--- src/rtl/alu_mul_seq.sv ---
// -----------------------------------------------------------------------------
// alu_mul_seq
//   Multi-cycle unsigned shift-and-add multiplier. It borrows the shared ALU
//   for its ADD steps and does all shifting in local registers. The result is
//   a 2*WIDTH-bit product, announced by a one-cycle done pulse.
//
// Ports
//   clk, reset       rising-edge clock, synchronous active-high reset
//   start            request, sampled only in IDLE
//   mcand, mplr      operands, captured when start is accepted
//   busy             high while in the ADD/SHIFT states
//   done             one-cycle pulse in the DONE state; product valid
//   product          result, held until the next operation completes
//   alu_own          ALU mux select to this block (mirrors busy)
//   alu_in1/alu_in2  ALU operands (zero outside ADD)
//   alu_opcode       ALU opcode, always 0 (add)
//   alu_result/alu_c combinational ALU sum and carry-out
//
// Build option
//   ALU_MUL_SKIP_ZERO_EN  skip the ADD step for zero multiplier bits, so
//                         latency becomes WIDTH+1+popcount(mplr)
// -----------------------------------------------------------------------------
module alu_mul_seq #(
    parameter int WIDTH = 16
) (
    input  logic                 clk,
    input  logic                 reset,
    input  logic                 start,
    input  logic [WIDTH-1:0]     mcand,
    input  logic [WIDTH-1:0]     mplr,
    output logic                 busy,
    output logic                 done,
    output logic [2*WIDTH-1:0]   product,
    output logic                 alu_own,
    output logic [WIDTH-1:0]     alu_in1,
    output logic [WIDTH-1:0]     alu_in2,
    output logic [3:0]           alu_opcode,
    input  logic [WIDTH-1:0]     alu_result,
    input  logic                 alu_c
);

    localparam int          CNT_W  = (WIDTH > 1) ? $clog2(WIDTH) : 1;
    localparam logic [3:0]  OP_ADD = 4'd0;

    typedef enum logic [1:0] {S_IDLE, S_ADD, S_SHIFT, S_DONE} state_t;

    state_t               state_q;
    logic [WIDTH-1:0]     acc_q, lo_q, mq_q, mc_q;
    logic                 cy_q;
    logic [CNT_W-1:0]     cnt_q;
    logic                 busy_q, done_q;
    logic [2*WIDTH-1:0]   product_q;

    // {cy,acc,lo} >> 1: the add carry becomes the new top bit, so no
    // product bit is lost even when acc + mc overflows WIDTH bits.
    logic [2*WIDTH-1:0]   shift_d;
    logic                 last_d;
    logic                 start_add_d;  // first step after accept is an ADD
    logic                 next_add_d;   // step after a non-final SHIFT is an ADD

    assign shift_d = {cy_q, acc_q, lo_q[WIDTH-1:1]};
    assign last_d  = (cnt_q == CNT_W'(WIDTH - 1));

`ifdef ALU_MUL_SKIP_ZERO_EN
    // Only spend an ADD cycle when the bit about to be consumed is set.
    // After a SHIFT, mq has not yet moved, so the next bit is mq[1].
    assign start_add_d = mplr[0];
    assign next_add_d  = mq_q[1];
`else
    assign start_add_d = 1'b1;
    assign next_add_d  = 1'b1;
`endif

    always_ff @(posedge clk) begin
        if (reset) begin
            state_q   <= S_IDLE;
            acc_q     <= '0;
            lo_q      <= '0;
            mq_q      <= '0;
            mc_q      <= '0;
            cy_q      <= 1'b0;
            cnt_q     <= '0;
            busy_q    <= 1'b0;
            done_q    <= 1'b0;
            product_q <= '0;
        end else begin
            case (state_q)
                S_IDLE: begin
                    if (start) begin
                        mc_q    <= mcand;
                        mq_q    <= mplr;
                        acc_q   <= '0;
                        lo_q    <= '0;
                        cy_q    <= 1'b0;
                        cnt_q   <= '0;
                        busy_q  <= 1'b1;
                        state_q <= start_add_d ? S_ADD : S_SHIFT;
                    end
                end
                S_ADD: begin
                    acc_q   <= alu_result;
                    cy_q    <= alu_c;
                    state_q <= S_SHIFT;
                end
                S_SHIFT: begin
                    {acc_q, lo_q} <= shift_d;
                    mq_q          <= mq_q >> 1;
                    cy_q          <= 1'b0;
                    cnt_q         <= cnt_q + 1'b1;
                    if (last_d) begin
                        // product/done registered here so they are visible
                        // throughout the DONE cycle
                        product_q <= shift_d;
                        done_q    <= 1'b1;
                        busy_q    <= 1'b0;
                        state_q   <= S_DONE;
                    end else begin
                        state_q <= next_add_d ? S_ADD : S_SHIFT;
                    end
                end
                S_DONE: begin
                    done_q  <= 1'b0;
                    state_q <= S_IDLE;
                end
                default: state_q <= S_IDLE;
            endcase
        end
    end

    // ALU operands are decoded from registered state only, so they settle
    // early in the ADD cycle and are forced to zero everywhere else.
    always_comb begin
        alu_in1    = '0;
        alu_in2    = '0;
        alu_opcode = OP_ADD;
        if (state_q == S_ADD) begin
            alu_in1 = acc_q;
            alu_in2 = mq_q[0] ? mc_q : '0;
        end
    end

    assign busy    = busy_q;
    assign alu_own = busy_q;
    assign done    = done_q;
    assign product = product_q;

endmodule
--- config.mk ---
export PLATFORM = sky130hd
export DESIGN_NAME = alu_mul_seq
export DESIGN_NICKNAME = d
export VERILOG_FILES = /design/src/rtl/alu_mul_seq.sv
export SDC_FILE = /design/constraint.sdc
export NUM_CORES = 1
export LEC_CHECK = 0
export BUFFER_PORTS_ARGS = -buffer_cell sky130_fd_sc_hd__buf_2
export CELL_PAD_IN_SITES_DETAIL_PLACEMENT = 1
export CELL_PAD_IN_SITES_GLOBAL_PLACEMENT = 2
export CORE_UTILIZATION = 32
export CTS_CLUSTER_SIZE = 10
export DETAILED_ROUTE_END_ITERATION = 10
export PLACE_DENSITY = 0.91
export SLEW_MARGIN = 20
export SYNTH_ARGS = -nofsm -noshare
export SYNTH_HDL_FRONTEND = slang
export SYNTH_SLANG_ARGS = --single-unit
--- constraint.sdc ---
create_clock -name clk -period 4.76 [get_ports clk]
set_input_delay 1.19 -clock clk [delete_from_list [all_inputs] [get_ports clk]]
set_output_delay 1.19 -clock clk [all_outputs]
set_load 0.01 [all_outputs]
# Word-level counts from Yosys, hierarchy flattened
# Index checks and enable logic that the tools add are counted.
# Widths: inputs -> output; s select.
dict set report word_totals {
  out_inout_bits 71
  wordCells 47
  ff_bits 105
}
dict set report op_classes {
  n_mux 20
  n_reduce_logical 10
  n_eq_ne 6
  n_addsub 1
}
# operator count
set op_table {}
lappend op_table {{$mux 16} 5}
lappend op_table {{$pmux 16 s2} 2}
lappend op_table {{$pmux 16 s3} 1}
lappend op_table {{$reduce_and 2->1} 5}
lappend op_table {{$pmux 2 s4} 1}
lappend op_table {{$pmux 4 s2} 1}
lappend op_table {{$add 4x1->4 const B} 1}
lappend op_table {{$eq 2x2->1 const B} 2}
lappend op_table {{$eq 4x4->1 const B} 1}
lappend op_table {{$mux 1} 4}
lappend op_table {{$mux 2} 2}
lappend op_table {{$mux 4} 1}
lappend op_table {{$ne 2x2->1 const B} 2}
lappend op_table {{$pmux 1 s2} 2}
lappend op_table {{$reduce_bool 2->1} 2}
lappend op_table {{$pmux 1 s3} 1}
lappend op_table {{$reduce_and 3->1} 1}
lappend op_table {{$reduce_bool 3->1} 1}
lappend op_table {{$eq 2x1->1 const B} 1}
lappend op_table {{$logic_not 2->1} 1}

# Longest topological paths before layout
# Gate-level depths: netlist of run 1.
dict set report logic_depth {
  depth_word 3
  mapped_depth 8
  mapped_depth_nobuf 5
}

# Worst setup path after synthesis of run 1
# OpenSTA, ideal clock, no wires.
dict set report synth_timing {
  path_kind {reg2out}
  from {reg state_q[1]}
  to {out alu_in2[10]}
  path_stages_with_launch 6
  t_required_ps 3570
  setup_slack_ps 2248
  arrival_time_ps 1322
  cell_sequence {dfxtp_1 -> inv_1 -> ha_1 -> clkbuf_1 -> clkbuf_1 -> and3_1}
}
dict set report synth_via {
  elab_chain_cells 2
}
# element line_no
set synth_rtl {}
lappend synth_rtl {{start: declaration} 47} ;# state_t state_q;
lappend synth_rtl {{start signal: assignment} 97} ;# state_q <= start_add_d ? S_ADD : S_SHIFT;
lappend synth_rtl {{start signal: assignment} 118} ;# state_q <= next_add_d ? S_ADD : S_SHIFT;
lappend synth_rtl {{$eq 2x1->1} 136} ;# if (state_q == S_ADD) begin
lappend synth_rtl {{$mux 16} 136}
lappend synth_rtl {{end: declaration} 36} ;# output logic [WIDTH-1:0] alu_in2,
# No other way between the ends.

# Final worst setup path of run 1
dict set report layout_timing {
  from {reg state_q[1]}
  to {out alu_in2[6]}
}
# Same word-level chain as after synthesis.

==> results.md, run 1 <==
- Status: completed
- Residual DRC count: 0
- Initial antenna violation count: 0
- CP Class: flip-flop to output pin
- Switching Share: 31.2%
- Worst-Margin Slew: 0.959 ns
- Gr ovfl total: 0
- Width of the die: 119 um
- Initial Utilization: 33.0%
- Final Max Tran Viols: 0
- Netlist Area Pre-Place: 4410 sq um
- Largest net degree at the start of global routing: 106
- Synth Instances: 523
- Worst clock skew: 0.00743 ns
- Pint: 0.00149 W
- Layout cells sized above 1: 23.5%
- NetSw: 0.000678 W
- Synth area leaders: dfxtp_1 47%, nand2_1 10%, a21oi_1 7.9%, mux2i_1 3.6%, a32oi_1 3.4%
- Ys flop type: dfxtp_1
- Critical path arrival: 1.89 ns
- Reg area: 2080 sq um
- Footprint of the multi-input gates: 2070 sq um
- Routed via count: 3,889
- Vias in the first global route: 3,827
- PortBufs: 118
- Final WL: 11,800 um
- Syn avg cell area: 8.43 sq um
- Placed Cells: 772
- First-pass GRT wire length: 19,400 um
- Core Area: 13,300 sq um
- Final Hold Vio Count: 0
- Final Cycle Share: 64.6%
- DP HPWL: 7700 um
- Site Rows: 42
- CTS buffer count: 9
- Sequential share of power: 45.3%
- VDD IR max: 0.202 mV
- Relative slew slack: 36.1%
- Die area: 14,300 sq um
- Critical Path Start: state_q[1]
- Tmin final: 3.08 ns
- Skew-Pair Late Insertion Delay: 0.35 ns
- Largest family of logic cells by synthesized area: simple AND/OR/NAND/NOR gates
- WHS: 0.451 ns
- CTS Root Cell: clkbuf_16
- Post-CTS sizing: 0
- Leakage power: 2.21 nW
- CP required: 3.57 ns
- Largest area contributor in the netlist: dfxtp_1
- Area grow syn2layout: 20.2%
- RSZ-0062 raised after global routing: false
- # diodes: 0
- Tot GR Track Use: 17.2%
- Syn. warnings: 0
- FMAX: 325 MHz
- Max_cap viols: 0
- Yosys reg bits: 104
- Mux share of post-synthesis cell area: 4.48%
- Type of origin of the critical path: flip-flop
- Number of nets in the layout: 666
- Vias/cell: 4.94
- Share of Yosys cell area claimed by the top area cell type: 47.2%
- Reg clk slew, reported paths: 0.07 ns
- Endpoint class of the critical path: output pin
- Simple-gate portion of the synthesized area: 21.6%
- Sink Count: 104
- Fillers: 1,630
- Die height: 119 um
- Commonest non-fill, non-tap cell in the layout: nand2_1
- Netlist cell types: 32
- Synth Area in Adders: 1.99%
- Commonest non-fill, non-tap cells in the layout: 118 x nand2_1, 117 x buf_2, 104 x dfxtp_1, 70 x a21oi_1, 34 x nor2_1
- Number of synthesized flops with an enable pin: 0
- Synth Area in XOR/XNOR: 0%
- Post-CTS setup buffer count: 0
- Initial drt markers: 216
- Final setup viols: 0
- Non-Filler Instances: 788
- Drt pass-1 iters: 4
- PwrDens: 410 nW/um^2
- Final WS setup: 1.68 ns
- Synth async-reset ratio: 0%
- IO Pins: 123
- Fin Setup TNS: 0 ns
- Clock share of power: 34.4%
- Hold Path Class: flip-flop to flip-flop
- TritonCTS clock tree: yes
- Final Wtd Congestion: 0.708
- Post-synthesis compound-gate area fraction: 18.1%
- Crit path max fanout: 43
- Post-route antenna net violation count: 0
- Gate power share: 20.3%
- Pre-CTS setup slack: 1.67 ns
- Sequential share of the synthesized area: 47.2%
- WL/cell: 15.0 um
- Hold_sp: product[11]
- Reg2reg start: state_q[0]
- Clock Tree Buf Depth: 2
- H-tree levels: 3
- CTS Hold Bufs: 0
==> per-stage QoR <==
| stage | total power (W) | utilization (%) | instance area [sq um] |
|---|---|---|---|
| after global placement | 0.00141 | 37.4 | 4990 |
| after detailed placement | 0.00144 | 37.4 | 4990 |
| after global routing | 0.00229 | 39.7 | 5300 |
| after CTS | 0.00220 | 39.6 | 5290 |
| after floorplan | 0.00134 | - | 4420 |
| final | 0.00217 | 39.7 | 5300 |
==> worst paths after layout <==
| path | end | depth (start not counted) | slack (ns) |
|---|---|---|---|
| max | alu_in2[6] | 4 | 1.68 |
| min reg2reg | product[11] | 2 | 0.45 |
| min | product[11] | 2 | 0.45 |
| max reg2reg | product[26] | 6 | 2.15 |
==> layout make-up <==
class	count	share of cell area, %
well taps	176	4.15
clock buffers	9	4.25
clock inverters	7	1.32
multi-input cells	367	39.0
flip-flops and latches	104	39.3
repair buffers	122	11.8
inverters	3	0.212
==> cell families (layout without fill, tap and decap cells) <==
group | after synthesis | in the layout
compound gates | 124 | 124
mux | 18 | 18
buf+inv | 55 | 141
simple gates | 214 | 214
other cells | 1 | 4
fa+ha+maj | 7 | 7
flops | 104 | 104
==> flip-flops by register name, summed over array words and instances, names as in the netlist <==
signal and flops:
cnt_q 4, product 32, lo_q 15, cy_q 1, mc_q 16, alu_own 1
state_q 2, done 1, acc_q 16, mq_q 16
==> cells in the mapped netlist, types with 2 or more instances <==
| cell | instances |
|---|---|
| clkbuf_1 | 21 |
| nor2_1 | 34 |
| buf_4 | 9 |
| buf_2 | 17 |
| nor2b_1 | 2 |
| a211oi_1 | 16 |
| nand2_1 | 118 |
| inv_1 | 3 |
| mux2i_1 | 16 |
| and2_1 | 17 |
| and3_1 | 16 |
| ha_1 | 7 |
| nand3_1 | 20 |
| a22o_1 | 16 |
| a32oi_1 | 17 |
| buf_6 | 4 |
| nand3b_1 | 3 |
| dfxtp_1 | 104 |
| a21oi_1 | 70 |
==> power by group through the flow <==
stage,Sequential [W],Clock [W],Combinational (W)
after detailed placement,0.00100,0,0.000436
after global routing,0.000993,0.000813,0.000486
after CTS,0.000984,0.000774,0.000440
after floorplan,0.000983,0,0.000359
final,0.000984,0.000747,0.000441
after global placement,0.000998,0,0.000414
==> per-layer routing <==
metal	wire length [um]	global-route usage, %
met1	5540	22.3
met2	5580	27.6
met3	626	5.60
met4	96	4.45
met5	0	0
==> worst max-delay path, cell delays in order, from the launching register on <==
cell	delay [ns]
dfxtp_1	0.37
inv_1	0.13
ha_2	0.64
and3_1	0.25
buf_2	0.13
Note: power is estimated with default switching activity, not from simulation.
==> inputs of run 2 (changes only) <==
Settings changed: ABC_AREA from default to 1, CORE_UTILIZATION 32 to 28, PLACE_DENSITY 0.91 to 0.87.
Clock period 4.76 ns to 3.2 ns, I/O delays scaled along.
==> results.md, run 2 <==
- Reg2reg setup slack: 0.78 ns (-1.37 ns)
- Hold Path Class: flip-flop to flip-flop
- Hold depth: 2 (unchanged)
- Ys flop type: dfxtp_1
- Fillers: 2,028 (+24%)
- Type of origin of the critical path: flip-flop
- Crit path max fanout: 16 (-63%)
- Largest area contributor in the netlist: dfxtp_1
- CP required: 2.40 ns (-1.17 ns)
- VDD IR max: 0.315 mV (+55%)
- Core Area: 15,400 sq um (+16%)
- Leakage power: 2.57 nW (+17%)
- Synth Instances: 659 (+26%)
- CTS Hold Bufs: 0 (unchanged)
- Area grow syn2layout: 22.2%
- Synth async-reset ratio: 0% (unchanged)
- Relative slew slack: 44.0% (+7.9 points)
- TritonCTS clock tree: yes
- Number of nets in the layout: 811 (+22%)
- Synth cell count leaders: 188 x nand2_1, 148 x nor2_1, 104 x dfxtp_1, 63 x o21ai_0, 40 x a21oi_1
- Tot GR Track Use: 16.4% (-0.82 points)
- Final Wtd Congestion: 0.733 (+3.5%)
- Residual DRC count: 0 (unchanged)
- Site Rows: 45 (+7.1%)
- Status: completed
- Final Hold Vio Count: 0 (unchanged)
- Routed via count: 4,363 (+12%)
- First-pass GRT wire length: 21,300 um (+9.6%)
- Post-CTS setup buffer count: 0 (unchanged)
- Hold_sp: mq_q[15]
- Gr ovfl total: 0 (unchanged)
- Vias in the first global route: 4,450 (+16%)
- Vias/cell: 4.51 (-8.7%)
- PwrDens: 593 nW/um^2 (+45%)
- Final Max Tran Viols: 0 (unchanged)
- Worst-Margin Slew: 0.836 ns (-0.122 ns)
- CP Class: flip-flop to output pin
- Clock Tree Buf Depth: 2 (unchanged)
- # diodes: 0 (unchanged)
- Worst Reg2Reg Path Length in Cells: 6 (unchanged)
- Skew-Pair Late Insertion Delay: 0.36 ns (about the same)
- Final Util: 35.7% (-4.1 points)
- Tmin final: 2.55 ns
- Post-CTS sizing: 0 (unchanged)
- Largest net degree at the start of global routing: 42 (-60%)
- Number of synthesized flops with an enable pin: 0 (unchanged)
- FMAX: 392 MHz
- WHS Endpoint: mq_q[15]
- WL/cell: 13.2 um (-12%)
- Final WL: 12,800 um (+7.7%)
- Syn avg cell area: 6.83 sq um (-19%)
- Drt pass-1 iters: 4 (unchanged)
- Final setup viols: 0 (unchanged)
- Max reg flops: 32 (unchanged)
- Footprint of the multi-input gates: 2070 sq um (+0.18%)
- Sink Count: 104 (unchanged)
- Final Cycle Share: 79.8%
- Initial drt markers: 200 (-7.4%)
- Initial antenna violation count: 0 (unchanged)
- Commonest non-fill, non-tap cells in the layout: 188 x nand2_1, 148 x nor2_1, 118 x buf_2, 104 x dfxtp_1, 63 x o21ai_0
- Netlist cell types: 26 (-19%)
- Worst clock skew: 0.00696 ns (-0.000466 ns)
- Reg clk slew, reported paths: 0.07 ns (about the same)
- Critical path arrival: 1.75 ns (-0.14 ns)
- Leading cell type by number of instances after synthesis: nand2_1
- Endpoint class of the critical path: output pin
- PortBufs: 118 (unchanged)
- Max_cap viols: 0 (unchanged)
- Reg2reg start: state_q[0]
- Post-route antenna net violation count: 0 (unchanged)
- Syn. warnings: 0 (unchanged)
- IO Pins: 123 (unchanged)
- Synth area leaders: dfxtp_1 46%, nand2_1 16%, nor2_1 12%, o21ai_0 7.0%, a21oi_1 4.4%
- Layout cells sized above 1: 19.6% (-4.0 points)
- Netlist Area Pre-Place: 4500 sq um (+2.0%)
- R2R Path End: lo_q[3]
- Reg area: 2080 sq um (unchanged)
- Yosys reg bits: 104 (unchanged)
- RSZ-0062 raised after global routing: false
- Share of Yosys cell area claimed by the top area cell type: 46.3% (-0.94 points)
- Sequential share of the synthesized area: 46.3% (-0.94 points)
- DP HPWL: 8910 um (+16%)
- CTS Root Cell: clkbuf_16
- CTS buffer count: 9 (unchanged)
- Commonest non-fill, non-tap cell in the layout: nand2_1
- H-tree levels: 3 (unchanged)
- Die area: 16,600 sq um (+16%)
- Width of the die: 129 um (+7.9%)
- Die height: 129 um (+7.9%)
- Fin Setup TNS: 0 ns (unchanged)
- Initial Utilization: 29.2% (-3.9 points)
## run 2: final cells by class
cell class,count,area share (%)
Clock buffer,10,4.16
Inverter,30,2.05
Timing Repair Buffer,125,12.1
Tap cell,211,4.80
Multi-Input combinational cell,482,37.6
Clock inverter,6,1.36
Sequential cell,104,37.9
## run 2: cells by family after synthesis
family                   after synthesis  share of synthesized area, %
AND/OR/NAND/NOR                      364                          31.5
AO/OA/AOI/OAI                        107                          12.2
flip-flops                           104                          46.3
buffers and inverters                 76                          8.01
adder cells (fa/ha/maj)                7                          1.95
other                                  1                        0.0833
## run 2: how the worst max path moves through the flow
stage / start / end / depth (start not counted)
6_report: state_q[1] / alu_in2[14] / 5
5_1_grt: state_q[1] / alu_in2[11] / 5
4_1_cts: state_q[1] / alu_in2[11] / 5
3_5_place_dp: state_q[0] / lo_q[3] / 6
3_3_place_gp: state_q[0] / product[20] / 7
2_1_floorplan: state_q[1] / alu_in1[10] / 7
## run 2: per-layer routing
layer,routed length [um],GRT usage [%],share of wire (%),vias up
li1,-,-,-,2238
met1,5690,19.0,45,2042
met2,6380,29.6,50,73
met3,481,3.78,3.8,10
met4,201,5.67,1.6,0
met5,0,0,0,-
## run 2: worst max-delay path, cell delays in order, from the launching register on
cell and delay (ns):
dfxtp_1 0.38, inv_1 0.12, ha_1 0.22, inv_1 0.38
nor2_1 0.12, buf_2 0.16
## run 2: per-stage QoR
stage               hold WS, ns  cell area, sq um  power (W)  setup WS (ns)  std cells
CTS                       0.486              5500    0.00332          0.611        968
floorplan                 0.439              4510    0.00201           1.07        662
finish                    0.479              5500    0.00326          0.646        968
global placement          0.449              5200    0.00214          0.828        952
detailed placement        0.469              5200    0.00217          0.747        952
global route              0.507              5500    0.00346          0.491        968
## run 2: power by group
| group | internal, W | switching, W | total, W |
|---|---|---|---|
| Sequential | 0.00140 | 0.0000751 | 0.00147 |
| Combinational | 0.000187 | 0.000467 | 0.000654 |
| Clock | 0.000620 | 0.000516 | 0.00114 |
| Total | 0.00220 | 0.00106 | 0.00326 |
